$ cat src/rtl/bmp_unpack_if.sv
// Control and memory-bus bundle for the BMP pixel unpacker.
// The unpacker is the master: it drives both address buses and the status outputs.
interface bmp_unpack_if;
  logic        start;
  logic        done;
  logic        error;
  logic [31:0] readAddr;
  logic [15:0] readdata;
  logic [31:0] writeAddr;
  logic [15:0] wrdata;
  logic        wren;
  logic [10:0] imgWidth;
  logic [10:0] imgHeight;

  modport master (
    input  start, readdata,
    output done, error, readAddr, writeAddr, wrdata, wren, imgWidth, imgHeight
  );

  modport slave (
    output start, readdata,
    input  done, error, readAddr, writeAddr, wrdata, wren, imgWidth, imgHeight
  );
endinterface

$ cat src/rtl/bmp_unpack.sv
// Parses a 24-bit BMP header, then copies the padded pixel array into a dense
// row-major RGB buffer, one byte every two cycles (read, then capture/write).
//
// state   | meaning
// IDLE    | waiting for start after reset
// HDR_RD  | header byte address on readAddr
// HDR_CAP | header byte captured from readdata
// PIX_RD  | pixel byte address on readAddr
// PIX_WR  | pixel byte written to the output buffer
// DONE    | image unpacked, waiting for start
// ERR     | header rejected, waiting for start
module bmp_unpack #(
  parameter int MAX_WIDTH   = 100,
  parameter int MAX_HEIGHT  = 100,
  parameter int DATA_OFFSET = 54,
  parameter int OUT_BASE    = 0
) (
  input  logic         clk,
  input  logic         rst_n,
  bmp_unpack_if.master bus
);

  typedef enum logic [2:0] {
    IDLE, HDR_RD, HDR_CAP, PIX_RD, PIX_WR, DONE, ERR
  } state_t;

  state_t      state_q,   state_d;
  logic [3:0]  hdr_idx_q, hdr_idx_d;
  logic        sig_ok_q,  sig_ok_d;
  logic        hi_nz_q,   hi_nz_d;
  logic [15:0] w_q,       w_d;
  logic [15:0] h_q,       h_d;
  logic [1:0]  pad_q,     pad_d;
  logic [10:0] x_q,       x_d;
  logic [10:0] y_q,       y_d;
  logic [1:0]  rgb_q,     rgb_d;
  logic [31:0] rd_addr_q, rd_addr_d;
  logic [31:0] wr_addr_q, wr_addr_d;
  logic        wren_q,    wren_d;
  logic        done_q,    done_d;
  logic        error_q,   error_d;
  logic [10:0] img_w_q,   img_w_d;
  logic [10:0] img_h_q,   img_h_d;

  logic [7:0]  byte_in;
  logic [3:0]  hdr_nxt;
  logic        hdr_bad;
  logic        last_col;
  logic        last_row;
  logic        go;
  logic        unused_hi;

  assign byte_in   = bus.readdata[7:0];
  assign unused_hi = ^bus.readdata[15:8];
  assign hdr_nxt   = hdr_idx_q + 4'd1;
  assign last_col  = (x_q == img_w_q - 11'd1);
  assign last_row  = (y_q == img_h_q - 11'd1);
  assign go        = bus.start && (state_q == IDLE || state_q == DONE || state_q == ERR);

  // Evaluated while byte 25 (height MSB) is on readdata, so it is checked directly.
  assign hdr_bad = !sig_ok_q || hi_nz_q || (byte_in != 8'h00) ||
                   (w_q == 16'h0) || (h_q == 16'h0) ||
                   ({16'h0, w_q} > 32'(MAX_WIDTH)) ||
                   ({16'h0, h_q} > 32'(MAX_HEIGHT));

  always_comb begin
    state_d   = state_q;
    hdr_idx_d = hdr_idx_q;
    sig_ok_d  = sig_ok_q;
    hi_nz_d   = hi_nz_q;
    w_d       = w_q;
    h_d       = h_q;
    pad_d     = pad_q;
    x_d       = x_q;
    y_d       = y_q;
    rgb_d     = rgb_q;
    rd_addr_d = rd_addr_q;
    wr_addr_d = wr_addr_q;
    wren_d    = 1'b0;
    done_d    = done_q;
    error_d   = error_q;
    img_w_d   = img_w_q;
    img_h_d   = img_h_q;

    case (state_q)
      HDR_RD: state_d = HDR_CAP;

      HDR_CAP: begin
        case (hdr_idx_q)
          4'd0:    sig_ok_d = (byte_in == 8'h42);
          4'd1:    sig_ok_d = sig_ok_q && (byte_in == 8'h4D);
          4'd2:    w_d[7:0]  = byte_in;
          4'd3:    w_d[15:8] = byte_in;
          4'd6:    h_d[7:0]  = byte_in;
          4'd7:    h_d[15:8] = byte_in;
          4'd4, 4'd5, 4'd8: hi_nz_d = hi_nz_q || (byte_in != 8'h00);
          default: ;
        endcase
        if (hdr_idx_q == 4'd9) begin
          if (hdr_bad) begin
            state_d = ERR;
            error_d = 1'b1;
            done_d  = 1'b1;
          end else begin
            state_d   = PIX_RD;
            img_w_d   = w_q[10:0];
            img_h_d   = h_q[10:0];
            // (4 - 3w mod 4) mod 4 reduces to w mod 4
            pad_d     = w_q[1:0];
            x_d       = 11'd0;
            y_d       = 11'd0;
            rgb_d     = 2'd0;
            rd_addr_d = 32'(DATA_OFFSET);
            wr_addr_d = 32'(OUT_BASE);
          end
        end else begin
          state_d   = HDR_RD;
          hdr_idx_d = hdr_nxt;
          rd_addr_d = {28'h0, hdr_nxt} + ((hdr_nxt >= 4'd2) ? 32'd16 : 32'd0);
        end
      end

      PIX_RD: begin
        state_d = PIX_WR;
        wren_d  = 1'b1;
      end

      PIX_WR: begin
        state_d   = PIX_RD;
        rd_addr_d = rd_addr_q + 32'd1;
        wr_addr_d = wr_addr_q + 32'd1;
        if (rgb_q != 2'd2) begin
          rgb_d = rgb_q + 2'd1;
        end else begin
          rgb_d = 2'd0;
          if (!last_col) begin
            x_d = x_q + 11'd1;
          end else begin
            x_d = 11'd0;
            // Skip the row padding so the next read lands on the next row's first byte.
            rd_addr_d = rd_addr_q + 32'd1 + {30'h0, pad_q};
            if (last_row) begin
              state_d   = DONE;
              done_d    = 1'b1;
              rd_addr_d = rd_addr_q;
              wr_addr_d = wr_addr_q;
            end else begin
              y_d = y_q + 11'd1;
            end
          end
        end
      end

      default: ;
    endcase

    if (go) begin
      state_d   = HDR_RD;
      hdr_idx_d = 4'd0;
      hi_nz_d   = 1'b0;
      rd_addr_d = 32'd0;
      done_d    = 1'b0;
      error_d   = 1'b0;
    end
  end

  always_ff @(posedge clk or negedge rst_n) begin
    if (!rst_n) begin
      state_q   <= IDLE;
      hdr_idx_q <= 4'd0;
      sig_ok_q  <= 1'b0;
      hi_nz_q   <= 1'b0;
      w_q       <= 16'h0;
      h_q       <= 16'h0;
      pad_q     <= 2'd0;
      x_q       <= 11'd0;
      y_q       <= 11'd0;
      rgb_q     <= 2'd0;
      rd_addr_q <= 32'd0;
      wr_addr_q <= 32'(OUT_BASE);
      wren_q    <= 1'b0;
      done_q    <= 1'b0;
      error_q   <= 1'b0;
      img_w_q   <= 11'd0;
      img_h_q   <= 11'd0;
    end else begin
      state_q   <= state_d;
      hdr_idx_q <= hdr_idx_d;
      sig_ok_q  <= sig_ok_d;
      hi_nz_q   <= hi_nz_d;
      w_q       <= w_d;
      h_q       <= h_d;
      pad_q     <= pad_d;
      x_q       <= x_d;
      y_q       <= y_d;
      rgb_q     <= rgb_d;
      rd_addr_q <= rd_addr_d;
      wr_addr_q <= wr_addr_d;
      wren_q    <= wren_d;
      done_q    <= done_d;
      error_q   <= error_d;
      img_w_q   <= img_w_d;
      img_h_q   <= img_h_d;
    end
  end

  assign bus.done      = done_q;
  assign bus.error     = error_q;
  assign bus.readAddr  = rd_addr_q;
  assign bus.writeAddr = wr_addr_q;
  assign bus.wren      = wren_q;
  // Data passes straight through in the write cycle, when the read result is valid.
  assign bus.wrdata    = wren_q ? {8'h00, byte_in} : 16'h0000;
  assign bus.imgWidth  = img_w_q;
  assign bus.imgHeight = img_h_q;

endmodule
$ cat src/flat_wrapper.sv
// flat-port wrapper written by rule: the top's interface ports become plain ports
module bmp_unpack_flat 
#(
  parameter int MAX_WIDTH   = 100,
  parameter int MAX_HEIGHT  = 100,
  parameter int DATA_OFFSET = 54,
  parameter int OUT_BASE    = 0
)
  (clk, rst_n, bus_start, bus_readdata, bus_done, bus_error, bus_readAddr, bus_writeAddr, bus_wrdata, bus_wren, bus_imgWidth, bus_imgHeight);
  bmp_unpack_if bus_i ();
  input  logic clk;
  input  logic rst_n;
  input wire logic [$bits(bus_i.start)-1:0] bus_start;
  input wire logic [$bits(bus_i.readdata)-1:0] bus_readdata;
  output wire logic [$bits(bus_i.done)-1:0] bus_done;
  output wire logic [$bits(bus_i.error)-1:0] bus_error;
  output wire logic [$bits(bus_i.readAddr)-1:0] bus_readAddr;
  output wire logic [$bits(bus_i.writeAddr)-1:0] bus_writeAddr;
  output wire logic [$bits(bus_i.wrdata)-1:0] bus_wrdata;
  output wire logic [$bits(bus_i.wren)-1:0] bus_wren;
  output wire logic [$bits(bus_i.imgWidth)-1:0] bus_imgWidth;
  output wire logic [$bits(bus_i.imgHeight)-1:0] bus_imgHeight;
  assign bus_i.start = bus_start;
  assign bus_i.readdata = bus_readdata;
  assign bus_done = bus_i.done;
  assign bus_error = bus_i.error;
  assign bus_readAddr = bus_i.readAddr;
  assign bus_writeAddr = bus_i.writeAddr;
  assign bus_wrdata = bus_i.wrdata;
  assign bus_wren = bus_i.wren;
  assign bus_imgWidth = bus_i.imgWidth;
  assign bus_imgHeight = bus_i.imgHeight;
  bmp_unpack #(.MAX_WIDTH(MAX_WIDTH), .MAX_HEIGHT(MAX_HEIGHT), .DATA_OFFSET(DATA_OFFSET), .OUT_BASE(OUT_BASE)) u_core (.clk(clk), .rst_n(rst_n), .bus(bus_i));
endmodule
$ cat config.mk
export PLATFORM = sky130hd
export DESIGN_NAME = bmp_unpack_flat
export DESIGN_NICKNAME = d
export VERILOG_FILES = /design/src/rtl/bmp_unpack_if.sv /design/src/rtl/bmp_unpack.sv /design/src/flat_wrapper.sv
export SDC_FILE = /design/constraint.sdc
export NUM_CORES = 1
export LEC_CHECK = 0
export CAP_MARGIN = 20
export CORE_UTILIZATION = 55
export DETAILED_ROUTE_END_ITERATION = 8
export PLACE_DENSITY = 0.86
export SYNTH_ARGS = -nofsm -noshare
export SYNTH_HDL_FRONTEND = slang
export SYNTH_SLANG_ARGS = --single-unit
$ cat constraint.sdc
create_clock -name clk -period 7.5 [get_ports clk]
set_clock_uncertainty 0.2 [all_clocks]
set_input_delay 1.5 -clock clk [delete_from_list [all_inputs] [get_ports clk]]
set_output_delay 1.5 -clock clk [all_outputs]
set_load 0.02 [all_outputs]
==> results of run 1 <==
==> layer usage <==
metal / wire length, um / part of all wire [%]
met1: 9970 / 44
met2: 10800 / 48
met4: 487 / 2.2
met3: 1370 / 6.0
met5: 0 / 0
==> cell families (layout without fill, tap and decap cells) <==
| logic type | after synthesis | count (layout) | synth area share (%) |
|---|---|---|---|
| and+or+nand+nor | 439 | 439 | 25.2 |
| AOI/OAI and AO/OA | 202 | 202 | 14.2 |
| DFF | 154 | 154 | 42.1 |
| buffers and inverters | 76 | 175 | 3.75 |
| xor gates and xnor gates | 62 | 62 | 6.08 |
| muxes | 53 | 53 | 6.45 |
| adders and majority gates | 15 | 15 | 2.11 |
| other | 1 | 8 | 0.0410 |
==> cell type report <==
cell class                 instances  area, um^2  share of cell area, %
clock buffer                      23         478                   4.33
clock inverter                     7         188                   1.70
inverter                          31         116                   1.05
multi-input combinational        779        4990                   45.2
sequential                       154        3850                   34.9
tap                              216         270                   2.45
timing repair buffer             114        1140                   10.3
==> worst max-delay path, cell delays in order <==
cell             delay [ns]
clkdlybuf4s50_1        0.66
and2_1                 0.20
clkdlybuf4s50_1        0.60
==> power breakdown <==
group | switching (mW) | leakage (nW) | internal (mW)
clock | 0.325 | 0.320 | 0.647
sequential | 0.183 | 2.05 | 0.974
combinational | 0.521 | 2.10 | 0.362
==> layout by cell type, fill, tap and decap left out, drive strengths merged, types with 6 or more instances in the layout <==
master	instances
a31oi	13
xnor2	44
buf	8
ha	13
clkbuf	23
nor4	27
and3	20
o211ai	6
bufinv	6
or4	15
nor3b	6
nand2	81
mux2	48
nand2b	11
and2	26
nor3	35
nand3	58
inv	31
dfrtp	154
nand4	20
nor2	101
clkdlybuf4s50	106
a21oi	38
xor2	17
or3	18
o21ai	79
conb	8
==> state kept, by name, indices dropped and copies added, names as in the netlist <==
name	cells
u_core.rgb_q	2
u_core.y_q	11
u_core.hdr_idx_q	4
u_core.bus.writeAddr	32
u_core.bus.imgWidth	11
u_core.x_q	11
u_core.bus.error	1
u_core.bus.wren	1
u_core.sig_ok_q	1
u_core.hi_nz_q	1
u_core.w_q	16
u_core.h_q	16
u_core.bus.done	1
u_core.bus.readAddr	32
u_core.state_q	3
u_core.bus.imgHeight	11
==> metrics by stage <==
step,std cells,cell area (um^2)
6_report,1324,11000
5_1_grt,1324,11000
4_1_cts,1322,11000
3_5_place_dp,1292,10300
3_3_place_gp,1292,10300
2_1_floorplan,1009,9180
==> path summary, 6_finish.rpt <==
path                                       endpoint                    from  cells past startpoint
setup / recovery                      bus_wrdata[2]         bus_readdata[2]                      3
hold / removal                       u_core.w_q[13]          u_core.w_q[13]                      1
setup reg to reg            u_core.bus.readAddr[25]  u_core.bus.imgWidth[1]                     12
hold reg to reg                      u_core.w_q[13]          u_core.w_q[13]                      1
max in group asynchronous  u_core.bus.writeAddr[11]                   rst_n                      2
min in group asynchronous             u_core.x_q[6]                   rst_n                      1
==> impl_metrics.json, run 1 <==
{
  "outcome": "finished clean",
  "fp.dieH_um": 131,
  "synth_area_leaders": "dfrtp_1 42%, mux2_2 5.9%, xnor2_1 4.2%",
  "synth_edf_count": 0,
  "power_leakage_nw": 4.46,
  "yosysMostFrequentCell": "dfrtp_1",
  "antenna_cells": 0,
  "ctsHoldBuffers": 0,
  "critPathRequiredTime_ns": 5.80,
  "use_met2_pct": 44.4,
  "h-tree-depth": 4,
  "fin_ws_ns": 2.84,
  "worst_setup_path_start_kind": "input pin",
  "clkSinkCount": 154,
  "syn_avg_cell_area_um2": 9.13,
  "rsz0062_at_grt": "false",
  "syn-instance-count": 1002,
  "fillers": 1172,
  "fin_crit_sh_pct": 62.2,
  "postRouteAntennaNets": 0,
  "root_buffer": "clkbuf_16",
  "ys_async_sr_fraction_pct": 100,
  "busiest_layer": "met2",
  "relSlewSlack_pct": 39.9,
  "wirelength_um": 22600,
  "ys_ff_latch": 154,
  "cp_max_fo": 7,
  "grt_use_met1_pct": 37.5,
  "die_w_um": 131,
  "fin_crit_ns": 4.66,
  "path_class": "input pin to primary output",
  "dp_hpwl_um": 15200,
  "use_met3_pct": 4.56,
  "nNetsFinal": 1130,
  "antenna_found_initial": 0,
  "setup_violations": 0,
  "first_iter_violations": 814,
  "core.rowCount": 46,
  "io_buffers": 107,
  "power.total_mw": 3.01,
  "ctsResizeCount": 0,
  "hold_ws_ns": 0.302,
  "cts_buffers": 17,
  "grt_pass1_vias": 7590,
  "yosys_warnings": 0,
  "grt_max_degree": 86,
  "yosys.area.top_type_share_pct": 42.1,
  "syn_area_um2": 9150,
  "cts_setup_buffers": 0,
  "io_pins": 124,
  "fmax_mhz": 215,
  "cts_tree": "done",
  "synthDistinctLibCells": 86,
  "syn_to_final_growth_pct": 20.6,
  "vias": 8178,
  "synth_top_cell_by_area": "dfrtp_1",
  "routedWlPerCell_um": 17.1,
  "clk_pin_slew_ns": 0.06,
  "r2r_setup_slack_ns": 3.17,
  "die-area_um2": 17200,
  "critical_path.endpoint_type": "primary output",
  "arrival_ns": 2.96,
  "worst_pin_slew_ns": 0.894,
  "gp_congestion": 0.926,
  "dr.pass1.iters": 7,
  "utilization_pct": 68.7,
  "maxCapViolations": 0,
  "core_um2": 16100,
  "clk_latency_ns": 0.42,
  "via_per_inst": 6.18,
  "drive_gt1_share_pct": 10.6,
  "ir_drop_mv": 0.272,
  "setup_tns_ns": 0,
  "synth_ff_type": "dfrtp_1",
  "synth_commonest_cells": "154 x dfrtp_1, 97 x nor2_1, 81 x nand2_1",
  "dp_slack_ns": 2.60,
  "start_util_pct": 57.0,
  "cts_buffer_depth": 2,
  "ys_seq_area_share_pct": 42.1,
  "grt_usage_pct": 27.7,
  "drc": 0,
  "drv_slew": 0,
  "hold_viol": 0,
  "hp-class": "register to register",
  "p_per_area_nw_per_um2": 273,
  "grt-ovfl-total": 0,
  "grt_pass1_wl_um": 37300
}
Power figures use the tool's default switching activity.
==> run 2: changes to the inputs <==
- clock period: 7.5 -> 4.3 ns (I/O delays scaled with it)
==> impl_metrics.json, run 2 (synthesis gave the netlist of run 1 again) <==
{
  "antenna_cells": 0,
  "hp-class": "input pin to asynchronous set/reset pin",
  "ctsHoldBuffers": 0,
  "worst_pin_slew_ns": 0.581,
  "internal_power_mw": 3.29,
  "h-tree-depth": 4,
  "root_buffer": "clkbuf_16",
  "final_cells": 1345,
  "relSlewSlack_pct": 60.9,
  "routedWlPerCell_um": 17.0,
  "arrival_ns": 4.23,
  "critPathRequiredTime_ns": 4.47,
  "antenna_found_initial": 0,
  "vias": 8196,
  "clk_latency_ns": 0.43,
  "gp_congestion": 0.919,
  "dr.pass1.iters": 5,
  "layout_common_cells": "154 x dfrtp_1, 106 x clkdlybuf4s50_1, 96 x nor2_1",
  "fmax_mhz": 246,
  "via_per_inst": 6.09,
  "grt_usage_pct": 28.1,
  "ir_drop_mv": 0.272,
  "start_util_pct": 57.0,
  "io_pins": 124,
  "hold_viol": 0,
  "seqPwrFrac_pct": 39.4,
  "fillers": 1197,
  "comb_power_share_pct": 30.6,
  "dp.cells": 1312,
  "r2r.worst_path.cells": 12,
  "clockPowerShare_pct": 30.0,
  "worst_setup_path_start_kind": "register",
  "setup_violations": 0,
  "mostFrequentLayoutCell": "dfrtp_1",
  "drive_gt1_share_pct": 12.5,
  "clkSinkCount": 154,
  "grt-ovfl-total": 0,
  "io_buffers": 107,
  "slowest_stage": "or4_1",
  "critPathMaxStageDelay_ns": 0.72,
  "p_sw_mw": 1.81,
  "grt_pass1_wl_um": 37600,
  "p_per_area_nw_per_um2": 459,
  "wirelength_um": 22800,
  "cp_max_fo": 9,
  "critical_path.endpoint_type": "register",
  "cts_buffer_depth": 2,
  "dp_hpwl_um": 15700,
  "rsz0062_at_grt": "false",
  "cts_tree": "done",
  "first_iter_violations": 703,
  "fp.dieH_um": 131,
  "clk_pin_slew_ns": 0.06,
  "worstPathCellList": "inv_1, ha_1, or4b_4, or3_1, a32oi_1, nand3_1, buf_4, or4_1, nor2_4, a22oi_2, or4_1, nand3_1",
  "postRouteAntennaNets": 0,
  "path_class": "register to register",
  "core.rowCount": 46,
  "drc": 0,
  "cts_setup_buffers": 0,
  "power_leakage_nw": 4.53,
  "swShare_pct": 35.5,
  "drv_slew": 0,
  "r2r_setup_slack_ns": 0.24,
  "syn_to_final_growth_pct": 21.6,
  "die-area_um2": 17200,
  "rr_startpoint": "u_core.bus.imgWidth[1]",
  "grt_pass1_vias": 7563,
  "nNetsFinal": 1149,
  "fin_crit_ns": 4.06,
  "die_w_um": 131,
  "regToRegEndpoint": "u_core.bus.readAddr[29]",
  "grt_max_degree": 68,
  "cts_buffers": 17,
  "fin_crit_sh_pct": 94.3,
  "core_um2": 16100,
  "setup_tns_ns": 0,
  "outcome": "finished clean",
  "maxCapViolations": 0
}
## run 2: cell types whose count changed in the layout (fill, tap and decap cells not counted), sizes merged
cell      delta
clkinvlp     +2
buf         +19
bufinv       -3
clkinv       +5
clkbuf       -3
inv          +1
## run 2: cell type report
| type | count | area, um^2 | area share [%] |
|---|---|---|---|
| inverter | 31 | 116 | 1.05 |
| tap | 216 | 270 | 2.43 |
| multi-input combinational | 779 | 5000 | 44.9 |
| sequential | 154 | 3850 | 34.6 |
| timing repair buffer | 133 | 1290 | 11.6 |
| clock buffer | 20 | 457 | 4.10 |
| clock inverter | 12 | 146 | 1.32 |
## run 2: worst max path at each step
| stage | start | to | slack (ns) |
|---|---|---|---|
| after floorplan | u_core.bus.imgWidth[1] | u_core.bus.readAddr[10] | 0.70 |
| after global placement | u_core.bus.imgWidth[1] | u_core.bus.writeAddr[21] | 0.24 |
| after detailed placement | u_core.bus.imgWidth[1] | u_core.bus.writeAddr[31] | 0.14 |
| after CTS | u_core.bus.imgWidth[1] | u_core.bus.writeAddr[22] | 0.1 |
| after global routing | u_core.bus.imgWidth[1] | u_core.bus.readAddr[29] | 0.06 |
| final | u_core.bus.imgWidth[1] | u_core.bus.readAddr[29] | 0.24 |
## run 2: worst max-delay path, delay by kind of cell (launching register included)
kind	cells	cell delay (ns)
adders and majority gates	1	0.25
DFF	1	0.38
buffers and inverters	2	0.31
AOI/OAI and AO/OA	2	0.38
and+or+nand+nor	7	2.48
## run 2: metal layers
layer	up-vias	part of all wire, %	GRT usage (%)
met2	277	49	45.9
met3	33	6.0	6.03
met4	0	1.4	8.25
met5	-	0	0
met1	4050	44	37.6
li1	3836	-	-
## run 2: through the flow
step           worst slack, ns  power, mW  util, %  hold slack [ns]  instance area, um^2
5_1_grt                 0.0613       5.41     69.3            0.222                11100
2_1_floorplan            0.702       2.97        -            0.270                 9180
4_1_cts                 0.0995       5.11     69.2            0.204                11100
3_3_place_gp             0.235       3.52     65.4            0.277                10500
3_5_place_dp             0.136       3.57     65.4            0.290                10500
6_report                 0.243       5.11     69.3            0.188                11100
## run 2: power by group through the flow
| stage | clock (mW) | combinational, mW | sequential (mW) |
|---|---|---|---|
| detailed placement | 0 | 1.54 | 2.03 |
| global placement | 0 | 1.50 | 2.01 |
| finish | 1.53 | 1.56 | 2.01 |
| global route | 1.62 | 1.73 | 2.06 |
| floorplan | 0 | 0.931 | 2.04 |
| CTS | 1.55 | 1.55 | 2.01 |
## run 2: repair_timing
item | in CTS | in global routing
gates resized for setup | 0 | 1
endpoints found under the setup margin | 0 | 1
endpoints found under the hold margin | 0 | 0
